### src/rtl/alu_issue_if.sv
`default_nettype none
// ============================================================================
// Module      : alu_issue_if
// Description : Upstream op handshake, ALU drive/return and downstream result
//               handshake bundle for alu_issue_ctrl.
// Revision    : 1.0 - initial release
// ============================================================================
interface alu_issue_if;
    logic        in_valid;
    logic        in_ready;
    logic [3:0]  in_op;
    logic [31:0] in_a;
    logic [31:0] in_b;
    logic [4:0]  in_shamt;

    logic [31:0] alu_operand1;
    logic [31:0] alu_operand2;
    logic [4:0]  alu_sr_amount;
    logic [14:0] alu_strobe;
    logic [31:0] alu_result;
    logic        alu_zlc;

    logic        out_valid;
    logic        out_ready;
    logic [31:0] out_result;
    logic        out_zlc;
    logic        out_err;
    logic        busy;

    modport master (
        output in_valid, in_op, in_a, in_b, in_shamt,
        output alu_result, alu_zlc, out_ready,
        input  in_ready, alu_operand1, alu_operand2, alu_sr_amount, alu_strobe,
        input  out_valid, out_result, out_zlc, out_err, busy
    );

    modport slave (
        input  in_valid, in_op, in_a, in_b, in_shamt,
        input  alu_result, alu_zlc, out_ready,
        output in_ready, alu_operand1, alu_operand2, alu_sr_amount, alu_strobe,
        output out_valid, out_result, out_zlc, out_err, busy
    );
endinterface
`default_nettype wire

### src/rtl/alu_issue_ctrl.sv
`default_nettype none
// ============================================================================
// Module      : alu_issue_ctrl
// Description : Issue stage in front of the 32-bit ALU: registers one op,
//               holds one-hot strobe/operands for the op latency, returns the
//               captured result downstream. ALU_ISSUE_OVERLAP_EN lets a new op
//               be accepted in the same cycle the previous result is taken.
// Revision    : 1.0 - initial release
// ============================================================================
module alu_issue_ctrl #(
    parameter int MUL_LAT = 4,
    parameter int DIV_LAT = 32
) (
    input  logic       clk,
    input  logic       reset,
    alu_issue_if.slave bus
);

    localparam logic [3:0] c_OP_MUL     = 4'd2;
    localparam logic [3:0] c_OP_DIV     = 4'd3;
    localparam logic [3:0] c_OP_MOD     = 4'd4;
    localparam logic [3:0] c_OP_ILLEGAL = 4'd15;
    localparam logic [5:0] c_MUL_CNT    = 6'(MUL_LAT - 1);
    localparam logic [5:0] c_DIV_CNT    = 6'(DIV_LAT - 1);

    typedef enum logic [1:0] {
        ST_IDLE = 2'd0,
        ST_EXEC = 2'd1,
        ST_DONE = 2'd2
    } state_t;

    state_t      state_q, state_d;
    logic [3:0]  op_q, op_d;
    logic [31:0] a_q, a_d;
    logic [31:0] b_q, b_d;
    logic [4:0]  shamt_q, shamt_d;
    logic [5:0]  cnt_q, cnt_d;
    logic [31:0] result_q, result_d;
    logic        zlc_q, zlc_d;
    logic        err_q, err_d;

    logic        w_in_ready;
    logic        w_accept;
    logic        w_exec;
    logic [5:0]  w_cnt_init;
    logic [14:0] w_strobe;

    // Overlap lets DONE hand its result off and take the next op on one edge.
`ifdef ALU_ISSUE_OVERLAP_EN
    assign w_in_ready = (state_q == ST_IDLE) ||
                        ((state_q == ST_DONE) && bus.out_ready);
`else
    assign w_in_ready = (state_q == ST_IDLE);
`endif

    assign w_accept = bus.in_valid && w_in_ready;
    assign w_exec   = (state_q == ST_EXEC);

    always_comb begin
        w_cnt_init = 6'd0;
        if (bus.in_op == c_OP_MUL) begin
            w_cnt_init = c_MUL_CNT;
        end else if ((bus.in_op == c_OP_DIV) || (bus.in_op == c_OP_MOD)) begin
            w_cnt_init = c_DIV_CNT;
        end
    end

    for (genvar n = 0; n < 15; n++) begin : g_strobe
        assign w_strobe[n] = w_exec && (op_q == 4'(n));
    end

    always_ff @(posedge clk) begin
        if (reset) begin
            state_q  <= ST_IDLE;
            op_q     <= 4'd0;
            a_q      <= 32'd0;
            b_q      <= 32'd0;
            shamt_q  <= 5'd0;
            cnt_q    <= 6'd0;
            result_q <= 32'd0;
            zlc_q    <= 1'b0;
            err_q    <= 1'b0;
        end else begin
            state_q  <= state_d;
            op_q     <= op_d;
            a_q      <= a_d;
            b_q      <= b_d;
            shamt_q  <= shamt_d;
            cnt_q    <= cnt_d;
            result_q <= result_d;
            zlc_q    <= zlc_d;
            err_q    <= err_d;
        end
    end

    always_comb begin
        state_d  = state_q;
        op_d     = op_q;
        a_d      = a_q;
        b_d      = b_q;
        shamt_d  = shamt_q;
        cnt_d    = cnt_q;
        result_d = result_q;
        zlc_d    = zlc_q;
        err_d    = err_q;

        case (state_q)
            ST_EXEC: begin
                if (cnt_q == 6'd0) begin
                    result_d = bus.alu_result;
                    zlc_d    = bus.alu_zlc;
                    err_d    = 1'b0;
                    state_d  = ST_DONE;
                end else begin
                    cnt_d = cnt_q - 6'd1;
                end
            end
            ST_DONE: begin
                if (bus.out_ready) begin
                    state_d = ST_IDLE;
                end
            end
            default: begin
                state_d = state_q;
            end
        endcase

        // A new op overrides the DONE->IDLE step when overlap is enabled.
        if (w_accept) begin
            op_d    = bus.in_op;
            a_d     = bus.in_a;
            b_d     = bus.in_b;
            shamt_d = bus.in_shamt;
            if (bus.in_op == c_OP_ILLEGAL) begin
                result_d = 32'd0;
                zlc_d    = 1'b0;
                err_d    = 1'b1;
                cnt_d    = 6'd0;
                state_d  = ST_DONE;
            end else begin
                cnt_d   = w_cnt_init;
                state_d = ST_EXEC;
            end
        end
    end

    assign bus.in_ready      = w_in_ready;
    assign bus.alu_operand1  = a_q;
    assign bus.alu_operand2  = b_q;
    assign bus.alu_sr_amount = shamt_q;
    assign bus.alu_strobe    = w_strobe;
    assign bus.out_valid     = (state_q == ST_DONE);
    assign bus.out_result    = result_q;
    assign bus.out_zlc       = zlc_q;
    assign bus.out_err       = err_q;
    assign bus.busy          = (state_q != ST_IDLE);

    a_strobe_onehot: assert property (@(posedge clk) disable iff (reset)
        $onehot0(w_strobe));
    a_strobe_exec_only: assert property (@(posedge clk) disable iff (reset)
        (w_strobe != 15'd0) |-> w_exec);

endmodule
`default_nettype wire
### src/flat_wrapper.sv
// flat-port wrapper written by rule: the top's interface ports become plain ports
module alu_issue_ctrl_flat 
#(
    parameter int MUL_LAT = 4,
    parameter int DIV_LAT = 32
)
  (clk, reset, bus_in_valid, bus_in_op, bus_in_a, bus_in_b, bus_in_shamt, bus_alu_result, bus_alu_zlc, bus_out_ready, bus_in_ready, bus_alu_operand1, bus_alu_operand2, bus_alu_sr_amount, bus_alu_strobe, bus_out_valid, bus_out_result, bus_out_zlc, bus_out_err, bus_busy);
  alu_issue_if bus_i ();
  input  logic clk;
  input  logic reset;
  input wire logic [$bits(bus_i.in_valid)-1:0] bus_in_valid;
  input wire logic [$bits(bus_i.in_op)-1:0] bus_in_op;
  input wire logic [$bits(bus_i.in_a)-1:0] bus_in_a;
  input wire logic [$bits(bus_i.in_b)-1:0] bus_in_b;
  input wire logic [$bits(bus_i.in_shamt)-1:0] bus_in_shamt;
  input wire logic [$bits(bus_i.alu_result)-1:0] bus_alu_result;
  input wire logic [$bits(bus_i.alu_zlc)-1:0] bus_alu_zlc;
  input wire logic [$bits(bus_i.out_ready)-1:0] bus_out_ready;
  output wire logic [$bits(bus_i.in_ready)-1:0] bus_in_ready;
  output wire logic [$bits(bus_i.alu_operand1)-1:0] bus_alu_operand1;
  output wire logic [$bits(bus_i.alu_operand2)-1:0] bus_alu_operand2;
  output wire logic [$bits(bus_i.alu_sr_amount)-1:0] bus_alu_sr_amount;
  output wire logic [$bits(bus_i.alu_strobe)-1:0] bus_alu_strobe;
  output wire logic [$bits(bus_i.out_valid)-1:0] bus_out_valid;
  output wire logic [$bits(bus_i.out_result)-1:0] bus_out_result;
  output wire logic [$bits(bus_i.out_zlc)-1:0] bus_out_zlc;
  output wire logic [$bits(bus_i.out_err)-1:0] bus_out_err;
  output wire logic [$bits(bus_i.busy)-1:0] bus_busy;
  assign bus_i.in_valid = bus_in_valid;
  assign bus_i.in_op = bus_in_op;
  assign bus_i.in_a = bus_in_a;
  assign bus_i.in_b = bus_in_b;
  assign bus_i.in_shamt = bus_in_shamt;
  assign bus_i.alu_result = bus_alu_result;
  assign bus_i.alu_zlc = bus_alu_zlc;
  assign bus_i.out_ready = bus_out_ready;
  assign bus_in_ready = bus_i.in_ready;
  assign bus_alu_operand1 = bus_i.alu_operand1;
  assign bus_alu_operand2 = bus_i.alu_operand2;
  assign bus_alu_sr_amount = bus_i.alu_sr_amount;
  assign bus_alu_strobe = bus_i.alu_strobe;
  assign bus_out_valid = bus_i.out_valid;
  assign bus_out_result = bus_i.out_result;
  assign bus_out_zlc = bus_i.out_zlc;
  assign bus_out_err = bus_i.out_err;
  assign bus_busy = bus_i.busy;
  alu_issue_ctrl #(.MUL_LAT(MUL_LAT), .DIV_LAT(DIV_LAT)) u_core (.clk(clk), .reset(reset), .bus(bus_i));
endmodule
### config.mk
export PLATFORM = sky130hd
export DESIGN_NAME = alu_issue_ctrl_flat
export DESIGN_NICKNAME = d
export VERILOG_FILES = /design/src/rtl/alu_issue_if.sv /design/src/rtl/alu_issue_ctrl.sv /design/src/flat_wrapper.sv
export SDC_FILE = /design/constraint.sdc
export NUM_CORES = 1
export LEC_CHECK = 0
export BUFFER_PORTS_ARGS = -buffer_cell sky130_fd_sc_hd__buf_2
export CELL_PAD_IN_SITES_DETAIL_PLACEMENT = 1
export CELL_PAD_IN_SITES_GLOBAL_PLACEMENT = 1
export CORE_UTILIZATION = 33
export DETAILED_ROUTE_END_ITERATION = 16
export PLACE_DENSITY = 0.94
export SLEW_MARGIN = 10
export SYNTH_ARGS = -nofsm -noshare
export SYNTH_HDL_FRONTEND = slang
export SYNTH_SLANG_ARGS = --single-unit
### constraint.sdc
create_clock -name clk -period 4.5 [get_ports clk]
set_clock_uncertainty 0.2 [all_clocks]
set_input_delay 0.9 -clock clk [delete_from_list [all_inputs] [get_ports clk]]
set_output_delay 0.9 -clock clk [all_outputs]
set_load 0.02 [all_outputs]
# == Yosys cells after proc, flatten, opt, wreduce, memory -nomap -nowiden ==
# Index checks and enable logic that the tools add are counted.
# op_classes
n_reduce_logical,25
eq_ne,23
muxes,23
addsub,1
# op_table
op,n
$mux 32,4
$eq 4x4->1 const B,8
$mux 6,5
$eq 4x3->1 const B,5
$eq 4x2->1 const B,4
$logic_and 1x1->1,16
$mux 1,8
$mux 2,4
$logic_not 6->1,1
$ne 3x2->1 const B,2
$sub 6x1->6 const B,1
$mux 5,1
$eq 4x1->1 const B,1
$logic_not 4->1,1
$pmux 2 s2,1
$reduce_bool 2->1,2
$reduce_and 3->1,1
$reduce_bool 3->1,1
$eq 2x1->1 const B,1
$eq 2x2->1 const B,1
$logic_not 2->1,1
$ne 2x1->1 const B,1
$reduce_and 2->1,1
$logic_or 1x1->1,1
# word_totals
input_bits,110
output_inout_bits,121
word_cells,81
regBits,115

# == Longest topological paths before layout ==
# Gate-level depths: netlist (run 1).
# logic_depth
word_depth,6
depth_mapped,8
mapped_depth_nobuf,6

# == Worst setup path after synthesis (run 1) ==
# OpenSTA, ideal clock, no wires.
# synth_path
path_type,register to output
startpoint,register u_core.state_q[1]
endpoint,output port bus_alu_strobe[0]
path_stages_with_launch,6
slack_ns,1.710
arrival_ns,1.690
path_cell_list,dfxtp_1 -> buf_6 -> and2b_1 -> buf_4 -> or3b_2 -> nor3_1
# synth_via
elab_chain_cells,2
# synth_lines
element,line_no,text
start: declaration,alu_issue_ctrl.sv:32,"state_t state_q, state_d;"
start signal: assignment,alu_issue_ctrl.sv:84,state_q <= state_d;
$eq 2x1->1,alu_issue_ctrl.sv:57,assign w_exec = (state_q == ST_EXEC);
$logic_and 1x1->1,alu_issue_ctrl.sv:69,assign w_strobe[n] = w_exec && (op_q == 4'(n));
end: declaration,flat_wrapper.sv:23,output wire logic [$bits(bus_i.alu_strobe)-1:0] bus_alu_strobe;
# Every way passes these cells.

# == Worst setup path in the final report (run 1) ==
# layout_path
startpoint,register u_core.state_q[0]
endpoint,output port bus_alu_strobe[0]
# The elaborated chain is that of the path after synthesis.

==> qor.csv, run 1 <==
stage,metric,value,unit
outcome,status,finished clean,
synth,synth_top_area_cell,dfxtp_1,
detailed_routing,ant_nets,0,
hold_path,min_from,u_core.bus.alu_operand2[6],
synth,ys_types,35,
synth,ys_ff_latch,115,
finish,utilization,0.481,
global_route,use_met1,0.209,
synth,syn-cell-area,4380,sq um
worst_setup_path,reg2reg_depth,6,
timing,fin_hold_ws,0.248,ns
clock_tree,cts_buffers,17,
placement,io_buffers,230,
global_route,grt.met3_usage,0.0999,
hold_path,worstHoldPathType,reg -> reg,
pwr,powerDensity,540,nW/um^2
timing,rsz0062_at_grt,false,
placement,hpwl,9650,um
floorplan,core,12800,sq um
floorplan,fp.dieH,117,um
synth,postSynthCellCount,561,
worst_setup_path,reg2reg_from,u_core.cnt_q[0],
global_route,overflow,0,
timing,fmax,304,MHz
detailed_routing,drt-pass1-iter-count,4,
floorplan,dieArea,13700,sq um
detailed_routing,vias,4538,
detailed_routing,wirelength,14000,um
pwr,power_leakage,2.85,nW
worst_setup_path,r2r-end,u_core.bus.out_result[30],
synth,netlist.area_leader.share,0.525,
global_route,antenna_found_initial,0,
floorplan,start_util,0.343,
floorplan,num_rows,41,
synth,netlist_top_cells_area,"dfxtp_1, nand2_1, a21oi_1, buf_6, clkbuf_1",
clock_tree,root_buffer,clkbuf_16,
global_route,grt_max_degree,78,
detailed_routing,wl_per_cell,14.7,um
global_route,busiest_layer,met2,
pwr,ir_drop,0.257,mV
timing,setup_violations,0,
timing,finalCriticalPeriod,3.29,ns
finish,design_area,6150,sq um
worst_setup_path,critPathMaxFanout,11,
floorplan,ios,231,
finish,diodes,0,
clock_tree,clockBufferDepth,2,
run,maxCapViolations,0,
detailed_routing,drc,0,
synth,yosysWarnings,0,
detailed_routing,viasPerCell,4.75,
worst_setup_path,setup.worst_path.start_class,register,
hold_path,hold_end,u_core.bus.alu_operand2[6],
timing,period_share,0.732,
placement,place_inst,925,
timing,worst_pin_slew,1.20,ns
worst_setup_path,rrSetupSlack,1.91,ns
global_route,grtUsageTotal,0.198,
finish,layout_commonest_cell,buf_2,
finish,layout.nets,884,
placement,place_congestion,0.748,
clock_tree,cts_num_sinks,115,
synth,synthFlopType,dfxtp_1,
clock_tree,post_cts_buffers,0,
clock_tree,clk_latency,0.41,ns
placement,placed_cell_area,5550,sq um
detailed_routing,drt-initial-drc-count,164,
finish,drive_above_1_share,0.347,
worst_setup_path,cp_data_arrival_time,2.19,ns
finish,fin_cells,955,
synth,syn_avg_cell_area,7.81,sq um
clock_tree,clkTransAtPathRegs,0.05,ns
floorplan,die_x,117,um
timing,final-hold-violation-count,0,
global_route,use_met2,0.333,
clock_tree,ctsHtreeMaxLevel,4,
synth,syn_nets,673,
timing,fin_setup_tns,0,ns
hold_path,hold_depth,2,
worst_setup_path,cp.required,3.40,ns
timing,maxSlewViolCount,0,
synth,yosysSeqAreaShare,0.525,
synth,synth_edf_count,0,
worst_setup_path,cp-end-kind,output pin,
global_route,grt_pass1_vias,4290,
timing,maxSlewHeadroom,0.203,
clock_tree,hold_buffers,0,
clock_tree,ctsResizeCount,0,
finish,layout_common_cells,"buf_2, nand2_1, dfxtp_1",
clock_tree,cts_tree,yes,
synth,synthArstFlopShare,0,
finish,area_growth,40.2,%
global_route,grt_pass1_wl,20600,um
worst_setup_path,crit_type,reg -> out,
synth_stat cells (2+ instances only):
master,count
buf_6,7
nor3_1,8
or3b_2,2
a211oi_1,5
and2_1,2
nor2_1,19
nand2_1,216
a31oi_1,3
nand2b_1,4
ha_1,2
a21oi_1,111
nor3b_1,2
o31ai_1,2
buf_2,11
inv_1,5
dfxtp_1,115
clkbuf_1,20
nand3b_1,4
nand3_1,4
buf_4,4
flip-flops by register name (all words and copies together) (netlist names):
| signal | count |
|---|---|
| u_core.bus.alu_operand1 | 32 |
| u_core.bus.alu_operand2 | 32 |
| u_core.bus.alu_sr_amount | 5 |
| u_core.bus.out_err | 1 |
| u_core.bus.out_result | 32 |
| u_core.bus.out_zlc | 1 |
| u_core.cnt_q | 6 |
| u_core.op_q | 4 |
| u_core.state_q | 2 |
worst max-delay path, stage by stage (launching register included):
cell and delay, ns:
dfxtp_1 0.54, and2b_1 0.39, or3b_2 0.53, nor3_1 0.14
buf_2 0.18
power by group:
part           switching, mW  leakage [nW]  internal (mW)
Clock                  0.460         0.283          0.905
Sequential            0.0773         0.941           1.14
Combinational          0.493          1.62          0.248
Total                   1.03          2.85           2.29
worst max path at each step:
stage                           start                         to  slack [ns]  cells after the start
finish              u_core.state_q[0]          bus_alu_strobe[0]        1.21                      4
CTS                 u_core.state_q[0]          bus_alu_strobe[0]        1.20                      4
detailed placement       bus_in_valid  u_core.bus.out_result[10]        1.53                      5
floorplan           u_core.state_q[1]          bus_alu_strobe[0]        1.71                      5
global placement         bus_in_valid  u_core.bus.out_result[28]        1.60                      5
global route        u_core.state_q[0]          bus_alu_strobe[0]        1.09                      4
layout make-up:
class | instances | area, sq um
Fill cell | 1648 | 6630
Sequential cell | 115 | 2300
Multi-Input combinational cell | 399 | 1830
Timing Repair Buffer | 234 | 1180
Clock buffer | 21 | 470
Tap cell | 172 | 215
Clock inverter | 9 | 130
Inverter | 5 | 18.8
stage by stage:
stage / setup slack (ns) / power [mW]
floorplan: 1.71 / 1.75
global placement: 1.60 / 1.95
detailed placement: 1.53 / 1.98
CTS: 1.20 / 3.36
global route: 1.09 / 3.49
finish: 1.21 / 3.32
routing by layer:
layer	vias to the layer above	part of all wire
li1	2259	-
met1	2078	0.40
met2	181	0.47
met3	20	0.11
met4	0	0.015
met5	-	0
logic make-up after synthesis:
| group | synth area share |
|---|---|
| and+or+nand+nor | 0.258 |
| AOI/OAI and AO/OA | 0.152 |
| DFF | 0.525 |
| buffers and inverters | 0.0588 |
| adders and majority gates | 0.00571 |
(Power assumes the default switching activity.)
==> run 2, diff against run 1 <==
Settings changed: CORE_UTILIZATION 33 to 28, PLACE_DENSITY 0.94 to 0.86.
Clock period 4.5 ns to 3 ns, I/O delays scaled along.
==> qor.csv, run 2 (same netlist as run 1, synthesis figures left out) <==
stage,metric,value,unit,change
outcome,status,finished clean,,
worst_setup_path,r2r-end,u_core.bus.alu_operand2[19],,
finish,nFillCells,1912,,+16%
clock_tree,clockBufferDepth,2,,unchanged
detailed_routing,routed.top_layer,met4,,
worst_setup_path,crit_type,reg -> out,,
detailed_routing,wl_met1,5830,um,+3.9%
global_route,antenna_found_initial,0,,unchanged
floorplan,dieArea,16200,sq um,+18%
hold_path,worstHoldPathType,in -> reg,,
timing,period_share,0.937,,
worst_setup_path,cp.required,2.20,ns,-1.20 ns
worst_setup_path,cp_data_arrival_time,2.01,ns,-0.18 ns
floorplan,fp.dieH,127,um,+8.4%
worst_setup_path,reg2reg_from,u_core.state_q[0],,
floorplan,die_x,127,um,+8.4%
clock_tree,cts_buffers,17,,unchanged
detailed_routing,wl_met3,1480,um,-6.0%
placement,placed_cell_area,5640,sq um,+1.7%
run,maxCapViolations,0,,unchanged
placement,place_congestion,0.709,,-5.2%
pwr,power_leakage,2.88,nW,+1.3%
timing,setup_violations,0,,unchanged
detailed_routing,drc,0,,unchanged
global_route,grt_max_degree,81,,+3.8%
detailed_routing,ant_nets,0,,unchanged
detailed_routing,wl_per_cell,14.0,um,-4.6%
worst_setup_path,reg2reg_depth,4,,-2
global_route,grt_pass1_vias,4564,,+6.4%
floorplan,ios,231,,unchanged
floorplan,core,15300,sq um,+19%
detailed_routing,wl_met2,6480,um,-2.4%
timing,worst_pin_slew,0.495,ns,-0.700 ns
clock_tree,cts_tree,yes,,
timing,rsz0062_at_grt,false,,
finish,multi_input_comb_area,1830,sq um,+0.14%
worst_setup_path,critPathMaxFanout,11,,unchanged
clock_tree,clkTransAtPathRegs,0.06,ns,about the same
finish,layout.nets,888,,+0.45%
clock_tree,cts_num_sinks,115,,unchanged
finish,utilization,0.409,,-0.0722
detailed_routing,vias,4562,,+0.53%
finish,seq_area,2300,sq um,unchanged
clock_tree,ctsHtreeMaxLevel,4,,unchanged
global_route,overflow,0,,unchanged
clock_tree,hold_buffers,0,,unchanged
finish,drive_above_1_share,0.351,,+0.00332
timing,maxSlewViolCount,0,,unchanged
worst_setup_path,setup.worst_path.start_class,register,,
timing,final-hold-violation-count,0,,unchanged
global_route,grtUsageTotal,0.175,,-0.0238
worst_setup_path,endpoint,bus_alu_strobe[0],,
clock_tree,post_cts_buffers,0,,unchanged
finish,layout_commonest_cell,buf_2,,
placement,hpwl,9730,um,+0.82%
pwr,ir_drop,0.394,mV,+53%
clock_tree,root_buffer,clkbuf_16,,
detailed_routing,viasPerCell,4.57,,-3.8%
finish,design_area,6240,sq um,+1.5%
clock_tree,ctsResizeCount,0,,unchanged
finish,diodes,0,,unchanged
floorplan,num_rows,45,,+9.8%
detailed_routing,drt-initial-drc-count,144,,-12%
timing,fmax,356,MHz,
clock_tree,clk_latency,0.41,ns,about the same
finish,layout_common_cells,"buf_2, nand2_1, dfxtp_1",,
worst_setup_path,cp-startpoint,u_core.state_q[0],,
worst_setup_path,cp-end-kind,output pin,,
timing,fin_setup_tns,0,ns,unchanged
finish,area_growth,42.4,%,
timing,finalCriticalPeriod,2.81,ns,
worst_setup_path,rrSetupSlack,0.88,ns,-1.03 ns
detailed_routing,drt-pass1-iter-count,5,,+1
timing,maxSlewHeadroom,0.670,,+0.467
finish,fin_cells,998,,+4.5%
floorplan,start_util,0.287,,-0.0559
pwr,powerDensity,805,nW/um^2,+49%
detailed_routing,wirelength,14000,um,-0.29%
global_route,grt_pass1_wl,22000,um,+7.0%
placement,io_buffers,230,,unchanged
placement,place_inst,968,,+4.6%
timing,fin_hold_ws,0.223,ns,-0.0249 ns
==> run 2: changes by cell type in the layout (fill, tap and decap cells not counted), sizes merged <==
| cell | change |
|---|---|
| clkinvlp | -3 |
| clkinv | +3 |
| buf | +4 |
==> run 2: stage by stage <==
stage | worst slack [ns] | total power, mW
final | 0.188 | 5.02
after global routing | 0.0824 | 5.30
after CTS | 0.159 | 5.10
after detailed placement | 0.608 | 3.00
after global placement | 0.627 | 2.96
after floorplan | 0.510 | 2.62
==> run 2: where the power goes <==
part | internal, mW | total (mW) | switching, mW | leakage, nW
Sequential | 1.71 | 1.82 | 0.110 | 0.941
Clock | 1.36 | 2.07 | 0.712 | 0.295
Combinational | 0.388 | 1.13 | 0.744 | 1.65
Total | 3.46 | 5.02 | 1.57 | 2.88
==> run 2: cell type report <==
| type | count | area share |
|---|---|---|
| clock buffers | 21 | 0.0754 |
| clock inverters | 9 | 0.0209 |
| inverters | 5 | 0.00301 |
| multi-input cells | 399 | 0.293 |
| flip-flops and latches | 115 | 0.369 |
| well taps | 211 | 0.0423 |
| repair buffers | 238 | 0.196 |
==> run 2: worst min-delay path by stage <==
stage / from / slack [ns] / cells past startpoint / to
6_report: bus_in_a[30] / 0.22 / 3 / u_core.bus.alu_operand1[30]
5_1_grt: bus_in_b[27] / 0.21 / 3 / u_core.bus.alu_operand2[27]
4_1_cts: bus_in_a[30] / 0.20 / 3 / u_core.bus.alu_operand1[30]
3_5_place_dp: u_core.bus.alu_operand2[28] / 0.24 / 2 / u_core.bus.alu_operand2[28]
3_3_place_gp: u_core.bus.alu_operand2[18] / 0.24 / 2 / u_core.bus.alu_operand2[18]
2_1_floorplan: u_core.op_q[0] / 0.27 / 2 / u_core.op_q[0]
==> run 2: metal layers <==
layer  up-vias  GRT usage
li1       2257          -
met1      2090      0.185
met2       200      0.296
met3        15     0.0913
met4         0     0.0623
met5         -          0
==> run 2: worst max-delay path: stages, from the launching register on <==
cell,delay [ns]
dfxtp_1,0.52
and2b_1,0.23
or3b_2,0.51
nor3_1,0.15
buf_2,0.19
==> run 3, diff against run 2 <==
Settings changed: RECOVER_POWER set to 25.
==> qor.csv, run 3 (same netlist as run 1, synthesis figures left out) <==
stage,metric,value,unit,change
timing,fin_setup_tns,0,ns,unchanged
finish,utilization,0.406,,-0.00295
clock_tree,root_buffer,clkbuf_16,,
finish,layout.nets,888,,unchanged
clock_tree,cts_buffers,17,,unchanged
worst_setup_path,critPathMaxFanout,11,,unchanged
clock_tree,cts_num_sinks,115,,unchanged
clock_tree,hold_buffers,0,,unchanged
detailed_routing,viasPerCell,4.58,,+0.22%
floorplan,ios,231,,unchanged
detailed_routing,drt-initial-drc-count,138,,-4.2%
placement,hpwl,9730,um,unchanged
global_route,grt_max_degree,81,,unchanged
clock_tree,clkTransAtPathRegs,0.06,ns,about the same
finish,diodes,0,,unchanged
worst_setup_path,cp-end-kind,output pin,,
worst_setup_path,cp.required,2.20,ns,about the same
finish,area_growth,41.3,%,
pwr,powerDensity,808,nW/um^2,+0.44%
outcome,status,finished clean,,
timing,fmax,355,MHz,-0.13%
pwr,power_leakage,2.73,nW,-5.2%
finish,drive_above_1_share,0.305,,-0.0457
floorplan,start_util,0.287,,unchanged
floorplan,die_x,127,um,unchanged
global_route,antenna_found_initial,0,,unchanged
worst_setup_path,setup.worst_path.start_class,register,,
floorplan,num_rows,45,,unchanged
floorplan,fp.dieH,127,um,unchanged
timing,maxSlewHeadroom,0.668,,-0.00125
timing,worst_pin_slew,0.497,ns,+0.00187 ns
timing,setup_violations,0,,unchanged
global_route,overflow,0,,unchanged
timing,maxSlewViolCount,0,,unchanged
global_route,grt_pass1_wl,22000,um,unchanged
clock_tree,ctsResizeCount,0,,unchanged
placement,place_congestion,0.709,,unchanged
timing,timing.final.ws_setup,0.185,ns,-0.00367 ns
timing,period_share,0.938,,+0.00122
detailed_routing,vias,4572,,+0.22%
detailed_routing,wirelength,14000,um,+0.11%
floorplan,dieArea,16200,sq um,unchanged
detailed_routing,wl_per_cell,14.0,um,+0.11%
detailed_routing,ant_nets,0,,unchanged
detailed_routing,drc,0,,unchanged
global_route,grtUsageTotal,0.175,,unchanged
worst_setup_path,crit_type,reg -> out,,
hold_path,worstHoldPathType,in -> reg,,
timing,rsz0062_at_grt,false,,
floorplan,core,15300,sq um,unchanged
clock_tree,post_cts_buffers,0,,unchanged
worst_setup_path,cp_data_arrival_time,2.02,ns,about the same
global_route,grt_pass1_vias,4564,,unchanged
finish,nFillCells,1928,,+0.84%
detailed_routing,drt-pass1-iter-count,5,,unchanged
placement,io_buffers,230,,unchanged
clock_tree,cts_tree,yes,,
clock_tree,ctsHtreeMaxLevel,4,,unchanged
run,maxCapViolations,0,,unchanged
clock_tree,clockBufferDepth,2,,unchanged
placement,pre_cts_ws,0.608,ns,unchanged
pwr,ir_drop,0.394,mV,about the same
finish,layout_commonest_cell,nand2_1,,
timing,final-hold-violation-count,0,,unchanged
clock_tree,clk_latency,0.41,ns,about the same
finish,layout_common_cells,"nand2_1, buf_2, dfxtp_1",,
timing,finalCriticalPeriod,2.82,ns,+0.00367 ns
## run 3: cell count changes in the layout (fill, tap and decap cells not counted), sizes merged
| cell | before | now |
|---|---|---|
| buf | 238 | 202 |
| clkbuf | 21 | 57 |
## run 3: report_power, final
group	internal (mW)	switching, mW
clock	1.36	0.710
sequential	1.71	0.112
combinational	0.373	0.745
total	3.44	1.57
## run 3: metal layers
metal	vias up	routed length (um)	global-route usage
met5	-	0	0
met4	0	206	0.0623
met3	15	1470	0.0913
met2	204	6480	0.296
met1	2095	5860	0.185
li1	2258	-	-
## run 3: layout make-up
class | instances | area (sq um) | share of cell area
Tap cell | 211 | 264 | 0.0426
Sequential cell | 115 | 2300 | 0.372
Clock inverter | 9 | 130 | 0.0210
Timing Repair Buffer | 238 | 1180 | 0.190
Clock buffer | 21 | 470 | 0.0759
Multi-Input combinational cell | 399 | 1830 | 0.295
Inverter | 5 | 18.8 | 0.00303
## run 3: per-stage QoR
step	instance area, sq um	std cells	hold WS, ns	power, mW
final	6190	998	0.224	5.01
after global routing	6190	998	0.212	5.28
after CTS	6240	998	0.203	5.10
after detailed placement	5640	968	0.244	3.00
after global placement	5640	968	0.238	2.96
after floorplan	4380	561	0.265	2.62
## run 3: worst max-delay path: stages, from the launching register on
cell and delay, ns:
dfxtp_1 0.53, and2b_1 0.23, or3b_2 0.51, nor3_1 0.15, buf_2 0.19
## run 3: final timing paths
path / start / end / slack, ns / cells past startpoint
setup / recovery: u_core.state_q[0] / bus_alu_strobe[0] / 0.18 / 4
hold / removal: bus_in_a[30] / u_core.bus.alu_operand1[30] / 0.22 / 3
setup reg to reg: u_core.state_q[0] / u_core.bus.alu_operand2[19] / 0.87 / 4
hold reg to reg: u_core.bus.alu_operand2[11] / u_core.bus.alu_operand2[11] / 0.25 / 2
